[src/rtl/cpu_ctrl_pkg.sv]
// cpu_ctrl_pkg: sequencer states, opcodes, IR field layout and opcode classification helpers
package cpu_ctrl_pkg;

   typedef enum logic [3:0] {
      S_RST, S_T0, S_T1, S_T2, S_T3, S_T4, S_T5, S_T6, S_HALT
   } state_t;

   localparam logic [4:0] OP_ADD = 5'b00011;
   localparam logic [4:0] OP_SUB = 5'b00100;
   localparam logic [4:0] OP_AND = 5'b00101;
   localparam logic [4:0] OP_OR  = 5'b00110;
   localparam logic [4:0] OP_SHR = 5'b00111;
   localparam logic [4:0] OP_SHL = 5'b01000;
   localparam logic [4:0] OP_MUL = 5'b01111;
   localparam logic [4:0] OP_DIV = 5'b10000;

   localparam int OP_LSB = 27;
   localparam int RA_LSB = 23;
   localparam int RB_LSB = 19;
   localparam int RC_LSB = 15;

   function automatic logic [4:0] ir_op(input logic [31:0] ir);
      return ir[OP_LSB +: 5];
   endfunction

   function automatic logic [3:0] ir_ra(input logic [31:0] ir);
      return ir[RA_LSB +: 4];
   endfunction

   function automatic logic [3:0] ir_rb(input logic [31:0] ir);
      return ir[RB_LSB +: 4];
   endfunction

   function automatic logic [3:0] ir_rc(input logic [31:0] ir);
      return ir[RC_LSB +: 4];
   endfunction

   function automatic logic is_3reg_op(input logic [4:0] op);
      return op inside {OP_ADD, OP_SUB, OP_AND, OP_OR, OP_SHR, OP_SHL};
   endfunction

   function automatic logic is_hilo_op(input logic [4:0] op);
      return op inside {OP_MUL, OP_DIV};
   endfunction

endpackage

[src/rtl/control_sequencer_if.sv]
// control_sequencer_if: datapath control bundle between the sequencer and the datapath
interface control_sequencer_if #(parameter int NREGS = 16);

   logic [31:0]      IR;
   logic [NREGS-1:0] Rin;
   logic [NREGS-1:0] Rout;
   logic             PCout, Zhighout, Zlowout, MDRout, HIout, LOout;
   logic             PCin, MARin, MDRin, IRin, Yin, Zin, HIin, LOin;
   logic             IncPC, Read;
   logic [4:0]       alu_op;

   modport master (
      input  IR,
      output Rin, Rout, PCout, Zhighout, Zlowout, MDRout, HIout, LOout,
      output PCin, MARin, MDRin, IRin, Yin, Zin, HIin, LOin, IncPC, Read, alu_op
   );

   modport slave (
      output IR,
      input  Rin, Rout, PCout, Zhighout, Zlowout, MDRout, HIout, LOout,
      input  PCin, MARin, MDRin, IRin, Yin, Zin, HIin, LOin, IncPC, Read, alu_op
   );

endinterface

[src/rtl/reg_select_decode.sv]
// reg_select_decode: 4-bit register field to one-hot select, all-zero when disabled
module reg_select_decode #(parameter int NREGS = 16) (
   input  logic [3:0]       sel,
   input  logic             en,
   output logic [NREGS-1:0] onehot
);

   assign onehot = en ? NREGS'(1) << sel : '0;

endmodule

[src/rtl/control_sequencer.sv]
// control_sequencer: hardwired multi-cycle control unit driving the datapath strobes
module control_sequencer import cpu_ctrl_pkg::*; #(parameter int NREGS = 16) (
   input  logic                Clock,
   input  logic                clear,
   input  logic                Stop,
   output logic                Run,
   output logic                Illegal,
   control_sequencer_if.master bus
);

   state_t     state;
   logic [4:0] op;
   logic       three, hilo, legal;
   logic       rout_en, rin_en;
   logic [3:0] rout_sel;
   logic       unused_ir;

   assign op        = ir_op(bus.IR);
   assign three     = is_3reg_op(op);
   assign hilo      = is_hilo_op(op);
   assign legal     = three | hilo;
   assign unused_ir = ^bus.IR[RC_LSB-1:0];

   // State advance; instruction end honours Stop, reset beats everything and clears Illegal
   always_ff @(posedge Clock) begin
      if (!clear) begin
         state   <= S_RST;
         Illegal <= 1'b0;
      end else begin
         case (state)
            S_RST:   state <= S_T0;
            S_T0:    state <= S_T1;
            S_T1:    state <= S_T2;
            S_T2:    state <= S_T3;
            S_T3: begin
               state   <= legal ? S_T4 : S_HALT;
               Illegal <= Illegal | ~legal;
            end
            S_T4:    state <= S_T5;
            S_T5:    state <= hilo ? S_T6 : (Stop ? S_HALT : S_T0);
            S_T6:    state <= Stop ? S_HALT : S_T0;
            S_HALT:  state <= S_HALT;
            default: state <= S_RST;
         endcase
      end
   end

   assign Run = state != S_RST && state != S_HALT;

   assign rout_en  = (state == S_T3 && legal) || state == S_T4;
   assign rout_sel = state == S_T3 ? (three ? ir_rb(bus.IR) : ir_ra(bus.IR))
                                   : (three ? ir_rc(bus.IR) : ir_rb(bus.IR));
   assign rin_en   = state == S_T5 && three;

   reg_select_decode #(.NREGS(NREGS)) u_rout (.sel(rout_sel),       .en(rout_en), .onehot(bus.Rout));
   reg_select_decode #(.NREGS(NREGS)) u_rin  (.sel(ir_ra(bus.IR)),  .en(rin_en),  .onehot(bus.Rin));

   assign bus.PCout    = state == S_T0;
   assign bus.MARin    = state == S_T0;
   assign bus.IncPC    = state == S_T0;
   assign bus.Zin      = state == S_T0 || state == S_T4;
   assign bus.Zlowout  = state == S_T1 || state == S_T5;
   assign bus.PCin     = state == S_T1;
   assign bus.Read     = state == S_T1;
   assign bus.MDRin    = state == S_T1;
   assign bus.MDRout   = state == S_T2;
   assign bus.IRin     = state == S_T2;
   assign bus.Yin      = state == S_T3 && legal;
   assign bus.LOin     = state == S_T5 && hilo;
   assign bus.Zhighout = state == S_T6;
   assign bus.HIin     = state == S_T6;
   assign bus.HIout    = 1'b0;
   assign bus.LOout    = 1'b0;
   assign bus.alu_op   = state == S_T4 ? op : 5'b00000;

endmodule

[src/flat_wrapper.sv]
// flat-port wrapper written by rule: the top's interface ports become plain ports
module control_sequencer_flat import cpu_ctrl_pkg::*;
#(parameter int NREGS = 16)
  (Clock, clear, Stop, Run, Illegal, bus_IR, bus_Rin, bus_Rout, bus_PCout, bus_Zhighout, bus_Zlowout, bus_MDRout, bus_HIout, bus_LOout, bus_PCin, bus_MARin, bus_MDRin, bus_IRin, bus_Yin, bus_Zin, bus_HIin, bus_LOin, bus_IncPC, bus_Read, bus_alu_op);
  control_sequencer_if #(.NREGS(NREGS)) bus_i ();
  input  logic Clock;
  input  logic clear;
  input  logic Stop;
  output logic Run;
  output logic Illegal;
  input wire logic [$bits(bus_i.IR)-1:0] bus_IR;
  output wire logic [$bits(bus_i.Rin)-1:0] bus_Rin;
  output wire logic [$bits(bus_i.Rout)-1:0] bus_Rout;
  output wire logic [$bits(bus_i.PCout)-1:0] bus_PCout;
  output wire logic [$bits(bus_i.Zhighout)-1:0] bus_Zhighout;
  output wire logic [$bits(bus_i.Zlowout)-1:0] bus_Zlowout;
  output wire logic [$bits(bus_i.MDRout)-1:0] bus_MDRout;
  output wire logic [$bits(bus_i.HIout)-1:0] bus_HIout;
  output wire logic [$bits(bus_i.LOout)-1:0] bus_LOout;
  output wire logic [$bits(bus_i.PCin)-1:0] bus_PCin;
  output wire logic [$bits(bus_i.MARin)-1:0] bus_MARin;
  output wire logic [$bits(bus_i.MDRin)-1:0] bus_MDRin;
  output wire logic [$bits(bus_i.IRin)-1:0] bus_IRin;
  output wire logic [$bits(bus_i.Yin)-1:0] bus_Yin;
  output wire logic [$bits(bus_i.Zin)-1:0] bus_Zin;
  output wire logic [$bits(bus_i.HIin)-1:0] bus_HIin;
  output wire logic [$bits(bus_i.LOin)-1:0] bus_LOin;
  output wire logic [$bits(bus_i.IncPC)-1:0] bus_IncPC;
  output wire logic [$bits(bus_i.Read)-1:0] bus_Read;
  output wire logic [$bits(bus_i.alu_op)-1:0] bus_alu_op;
  assign bus_i.IR = bus_IR;
  assign bus_Rin = bus_i.Rin;
  assign bus_Rout = bus_i.Rout;
  assign bus_PCout = bus_i.PCout;
  assign bus_Zhighout = bus_i.Zhighout;
  assign bus_Zlowout = bus_i.Zlowout;
  assign bus_MDRout = bus_i.MDRout;
  assign bus_HIout = bus_i.HIout;
  assign bus_LOout = bus_i.LOout;
  assign bus_PCin = bus_i.PCin;
  assign bus_MARin = bus_i.MARin;
  assign bus_MDRin = bus_i.MDRin;
  assign bus_IRin = bus_i.IRin;
  assign bus_Yin = bus_i.Yin;
  assign bus_Zin = bus_i.Zin;
  assign bus_HIin = bus_i.HIin;
  assign bus_LOin = bus_i.LOin;
  assign bus_IncPC = bus_i.IncPC;
  assign bus_Read = bus_i.Read;
  assign bus_alu_op = bus_i.alu_op;
  control_sequencer #(.NREGS(NREGS)) u_core (.Clock(Clock), .clear(clear), .Stop(Stop), .Run(Run), .Illegal(Illegal), .bus(bus_i));
endmodule
[config.mk]
export PLATFORM = sky130hd
export DESIGN_NAME = control_sequencer_flat
export DESIGN_NICKNAME = d
export VERILOG_FILES = /design/src/rtl/cpu_ctrl_pkg.sv /design/src/rtl/control_sequencer_if.sv /design/src/rtl/reg_select_decode.sv /design/src/rtl/control_sequencer.sv /design/src/flat_wrapper.sv
export SDC_FILE = /design/constraint.sdc
export NUM_CORES = 1
export LEC_CHECK = 0
export CAP_MARGIN = 20
export CORE_ASPECT_RATIO = 1.5
export CORE_UTILIZATION = 32
export CTS_BUF_LIST = sky130_fd_sc_hd__clkbuf_16
export DETAILED_ROUTE_END_ITERATION = 7
export PLACE_DENSITY_LB_ADDON = 0.15
export SETUP_SLACK_MARGIN = 0.15
export SYNTH_ARGS = -nofsm -noshare
export SYNTH_HDL_FRONTEND = slang
export SYNTH_SLANG_ARGS = --single-unit
[constraint.sdc]
create_clock -name Clock -period 4.7 [get_ports Clock]
set_input_delay 0.705 -clock Clock [delete_from_list [all_inputs] [get_ports Clock]]
set_output_delay 0.705 -clock Clock [all_outputs]
set_load 0.005 [all_outputs]
# Word-level counts from Yosys, hierarchy flattened
# Cells that the tools add are included.
totals:
  reg_bits: 5
  in_bits: 35
  output_inout_bits: 55
  elab_cells: 45
classes:
  eq_ne: 17
  shifts: 2
  n_mux: 10
  bitwise_logic: 3
  n_reduce_logical: 11
op_table:
  columns: ["op", "n"]
  rows:
  - ["$pmux W4 S9", 1]
  - ["$mux W16", 2]
  - ["$shl A1 B4 Y16 const A", 2]
  - ["$mux W4", 6]
  - ["$eq A5 B3 Y1 const B", 4]
  - ["$eq A4 B3 Y1 const B", 4]
  - ["$eq A5 B4 Y1 const B", 2]
  - ["$eq A4 B2 Y1 const B", 2]
  - ["$reduce_bool A6 Y1", 1]
  - ["$eq A5 B2 Y1 const B", 1]
  - ["$eq A5 B5 Y1 const B", 1]
  - ["$mux W5", 1]
  - ["$eq A4 B1 Y1 const B", 1]
  - ["$eq A4 B4 Y1 const B", 1]
  - ["$logic_and A1 B1 Y1", 4]
  - ["$logic_not A4 Y1", 1]
  - ["$ne A4 B4 Y1 const B", 1]
  - ["$reduce_bool A4 Y1", 1]
  - ["$logic_or A1 B1 Y1", 3]
  - ["$or A1 B1 Y1", 2]
  - ["$reduce_bool A2 Y1", 1]
  - ["$not A1 Y1", 1]

# Depth between registers and ports, before layout
# Gate-level depths: netlist of the first run.
depth:
  word_depth: 6
  ltp_mapped: 6

# Modules after synthesis
# Synthesis of the first run repeated with hierarchy kept, for this count alone.
hier_totals:
  cells_unflattened: 135
  area_unflattened_um2: 903.4
modules_own_cells:
  columns: ["mod", "n_inst", "cells_per_inst", "area_per_inst_um2"]
  rows:
  - ["control_sequencer", 1, 89, 663.1]
  - ["reg_select_decode", 2, 23, 120.1]

# Worst setup path after synthesis of the first run
# Ideal clock, no wire load.
synth_timing:
  kind: "in2out"
  startpoint: "input bus_IR[28]"
  endpoint: "output bus_Rout[0]"
  arrival_time_ns: 2.346
  t_required_ns: 3.995
  slack_ns: 1.649
  path_stages: 5
  path_buffers: 0
  path_cell_list: "or4b_4 > o221a_4 > a21o_4 > o221a_4 > nor4_1"
synth_between:
  elab_chain_len: 6
  elab_cells_between_ends: 18
synth_lines:
  columns: ["item", "line_no", "rtl"]
  rows:
  - ["start: declaration", "flat_wrapper.sv:11", "input wire logic [$bits(bus_i.IR)-1:0] bus_IR;"]
  - ["$eq A5 B2 Y1, or another cell as far along", "cpu_ctrl_pkg.sv:39", "return op inside {OP_ADD, OP_SUB, OP_AND, OP_OR, OP_SHR, OP_SHL};"]
  - ["$reduce_bool A6 Y1 / $reduce_bool A2 Y1 (equally long branches)", "cpu_ctrl_pkg.sv:39, cpu_ctrl_pkg.sv:43", null]
  - ["$mux W4, or another cell as far along", "control_sequencer.sv:52", ": (three ? ir_rc(bus.IR) : ir_rb(bus.IR));"]
  - ["$mux W4 / $logic_and A1 B1 Y1 (equally long branches)", "control_sequencer.sv:51, control_sequencer.sv:50", null]
  - ["$shl A1 B4 Y16 / $logic_or A1 B1 Y1 (equally long branches)", "reg_select_decode.sv:8, control_sequencer.sv:50", null]
  - ["$mux W16 (*)", "reg_select_decode.sv:8", "assign onehot = en ? NREGS'(1) << sel : '0;"]
  - ["end: declaration", "flat_wrapper.sv:13", "output wire logic [$bits(bus_i.Rout)-1:0] bus_Rout;"]
# Mark *: on every way between the ends. The rest lies on a longest branch, timed or not.

# Final worst setup path of the first run
layout_timing:
  startpoint: "input bus_IR[28]"
  endpoint: "output bus_Rout[6]"
# Same word-level chain as after synthesis.

==> results of run 1 <==
[critical path: cells and delay by family]
kind / cells / cell delay [ns]
buffers and inverters: 2 / 1.07
AOI/OAI and AO/OA: 3 / 0.91
and+or+nand+nor: 2 / 0.90
[flip-flops by register name, summed over array words and instances (netlist names)]
register,flops
u_core.Illegal,1
u_core.state,4
[cell families (layout without fill, tap and decap cells)]
group           count (synthesis)  after routing  share of synthesized area
simple gates                   81             81                      0.474
compound gates                 26             26                      0.281
buf+inv                        19             83                      0.111
flops                           5              5                      0.109
mux                             2              2                     0.0217
other cells                     1              2                    0.00407
[synthesized netlist by cell type]
cell type,number,share of area
o221a_2,1,0.012
clkbuf_1,3,0.012
o31ai_1,1,0.0081
buf_2,1,0.0054
mux2i_1,2,0.022
nand4_1,1,0.0068
nand2_1,10,0.041
nor2_1,21,0.085
nor3_1,10,0.054
a21oi_1,3,0.016
o221ai_1,5,0.047
and4_1,1,0.0095
nand4b_1,2,0.019
nand3_1,2,0.011
nor4b_1,1,0.0095
o21a_1,2,0.016
inv_1,7,0.028
a21o_1,1,0.0081
or2b_1,2,0.016
or2_2,1,0.0068
or4b_4,1,0.015
o22ai_2,1,0.014
o21ai_0,1,0.0054
and2_1,3,0.020
a31oi_2,1,0.014
dfxtp_1,5,0.11
o21ba_2,1,0.011
conb_1,1,0.0041
or3_1,4,0.027
o221a_4,3,0.065
buf_4,8,0.065
a21o_4,1,0.016
nand2b_1,4,0.027
nor4_1,17,0.12
a32oi_1,2,0.019
o2111ai_1,2,0.019
o22a_1,1,0.0095
or2b_2,1,0.0095
[area by class of cell]
class                      count  area (um2)
clock inverter                 1        3.75
sequential                     5         100
clock buffer                   3        75.1
multi-input combinational    111         723
fill                         283        1010
timing repair buffer          72         721
inverter                       7        26.3
tap                           37        46.3
[worst max path at each step]
stage / endpoint / slack (ns)
final: bus_Rout[6] / 0.41
after global routing: bus_Rout[5] / 0.24
after CTS: bus_Rout[12] / 0.41
after detailed placement: bus_Rout[12] / 0.43
after global placement: bus_Rout[8] / 0.52
after floorplan: bus_Rout[0] / 1.65
[routing by layer]
layer | vias up | GRT usage
li1 | 641 | -
met1 | 600 | 0.197
met2 | 67 | 0.448
met3 | 8 | 0.0401
met4 | 0 | 0.121
met5 | - | 0
[power by group through the flow]
| stage | Sequential [W] | Combinational, W | Clock, W |
|---|---|---|---|
| 2_1_floorplan | 0.0000499 | 0.0000622 | 0 |
| 3_3_place_gp | 0.0000522 | 0.000107 | 0 |
| 3_5_place_dp | 0.0000524 | 0.000109 | 0 |
| 4_1_cts | 0.0000520 | 0.000110 | 0.000143 |
| 5_1_grt | 0.0000529 | 0.000119 | 0.000147 |
| 6_report | 0.0000524 | 0.000110 | 0.000142 |
[stage by stage]
| stage | worst slack [ns] | total power (W) | cells |
|---|---|---|---|
| 3_5_place_dp | 0.428 | 0.000161 | 232 |
| 4_1_cts | 0.411 | 0.000305 | 236 |
| 5_1_grt | 0.237 | 0.000320 | 236 |
| 2_1_floorplan | 1.65 | 0.000112 | 135 |
| 6_report | 0.407 | 0.000305 | 236 |
| 3_3_place_gp | 0.521 | 0.000159 | 232 |
==> impl_metrics.py, run 1 <==
metrics = {
    "outcome": {
        "status": "complete, no violations",
    },
    "detailed_routing": {
        "num_vias": 1316,
        "first_pass_iters": 4,
        "wirelength_mm": 3.33,
        "drt-wirelength-per-cell_um": 14.1,
        "met1Wirelength_mm": 1.10,
        "wl_met2_mm": 1.88,
        "antenna_left": 0,
        "wl_met3_um": 270,
        "dr.first_iter.drc_count": 19,
        "drc_errors": 0,
        "highest_layer": "met4",
        "viasPerCell": 5.58,
    },
    "cts": {
        "insertion_delay_ns": 0.23,
        "numClockSinks": 5,
        "post_cts_resized": 0,
        "cts_root_buffer": "clkbuf_16",
        "numCtsBuffers": 3,
        "clk_pin_slew_ns": 0.03,
        "cts_tree": "yes",
        "h-tree-depth": 1,
        "cts_max_path_buffers": 2,
        "post_cts_buffers": 0,
        "cts_hold_buffers": 0,
    },
    "job": {
        "maxCapViolCount": 0,
    },
    "min_path": {
        "whs_endpoint": "u_core.Illegal$_SDFFE_PN0P_",
        "hold_class": "flop to flop",
        "hold_path_startpoint": "u_core.Illegal$_SDFFE_PN0P_",
        "whs_path_depth": 1,
    },
    "sta": {
        "tns_ns": 0,
        "clock_skew_ns": 0.000244,
        "final_hold_viol_count": 0,
        "maxSlewHeadroom": 0.556,
        "slew_violations": 0,
        "hold_ws_ns": 0.466,
        "fmax_ghz": 0.233,
        "worst_slew_pin_slew_ns": 0.666,
        "post-route-period-util": 0.913,
        "setup_viol_count_final": 0,
        "grt_setup_unrepaired": "no",
        "min_period_ns": 4.29,
    },
    "die": {
        "num_rows": 23,
        "start_util": 0.341,
        "die_w_um": 45.8,
        "core-area_um2": 2710,
        "io_pins": 90,
        "dieArea_um2": 3100,
        "dieHeight_um": 67.7,
    },
    "critical_path": {
        "r2r_start": "u_core.state[3]$_SDFF_PN0_",
        "crit_path_top_delay_cell": "or4b_4",
        "regToRegEndpoint": "u_core.state[2]$_SDFF_PN0_",
        "path_max_fanout": 8,
        "cpPeakStageDelay_ns": 0.61,
        "cp.required_ns": 3.99,
        "cp-startpoint": "bus_IR[28]",
        "r2r_slack_ns": 2.94,
        "crit_top_cell": "clkdlybuf4s50_1",
        "worstSetupPathType": "input pin to primary output",
        "worstSetupStartpointType": "input pin",
        "cp_cell_sequence": "clkdlybuf4s50_1, or4b_4, a21o_1, a31oi_2, o221ai_1, nor4_1, clkdlybuf4s50_1",
        "cp.arrival_ns": 3.59,
        "ff2ff_path_depth": 5,
        "worstSetupEndpointType": "primary output",
    },
    "place": {
        "dp_hpwl_mm": 2.67,
        "place.gp.congestion": 0.762,
        "dpl-instance-area_um2": 1620,
        "numPortBuffers": 72,
    },
    "grt": {
        "grt_first_pass_wirelength_mm": 5.26,
        "antenna_found_initial": 0,
        "grt_max_degree": 11,
        "grt.total_usage": 0.224,
        "grt_pass1_vias": 1241,
        "grt.overflow.total": 0,
    },
    "finish": {
        "layout-drive-gt1-share": 0.0704,
        "syn2layout_area_growth_pct": 83.9,
        "mostFrequentLayoutCells": "clkdlybuf4s50_1 (72), nor2_1 (21), nor4_1 (17)",
        "diodes": 0,
        "nets": 235,
        "final_cell_area_um2": 1700,
        "layout_commonest_cell": "clkdlybuf4s50_1",
        "final_util": 0.627,
    },
    "yosys": {
        "avgSynthCellArea_um2": 6.88,
        "synth_cell_types": 38,
        "syn_inst": 134,
        "syn_area_um2": 922,
        "seq_area_frac_synth": 0.109,
        "ys_ff_latch": 5,
        "synth_warnings": 0,
    },
    "power": {
        "internal_power_w": 0.000213,
        "pwr-share-seq": 0.172,
        "p_leak_nw": 0.560,
        "p_sw_w": 0.0000915,
        "pwr-share-clk": 0.467,
        "p_sw_frac": 0.300,
        "powerDensity_nw_per_um2": 180,
        "peakVddDrop_mv": 0.263,
        "power_frac_comb": 0.361,
    },
}
No activity file was read; power rests on OpenSTA's default activity.
==> inputs of run 2 (changes only) <==
TNS_END_PERCENT = 50   (was unset)
==> results of run 2 <==
Final layout, timing and power as in run 1 (identical DEF).
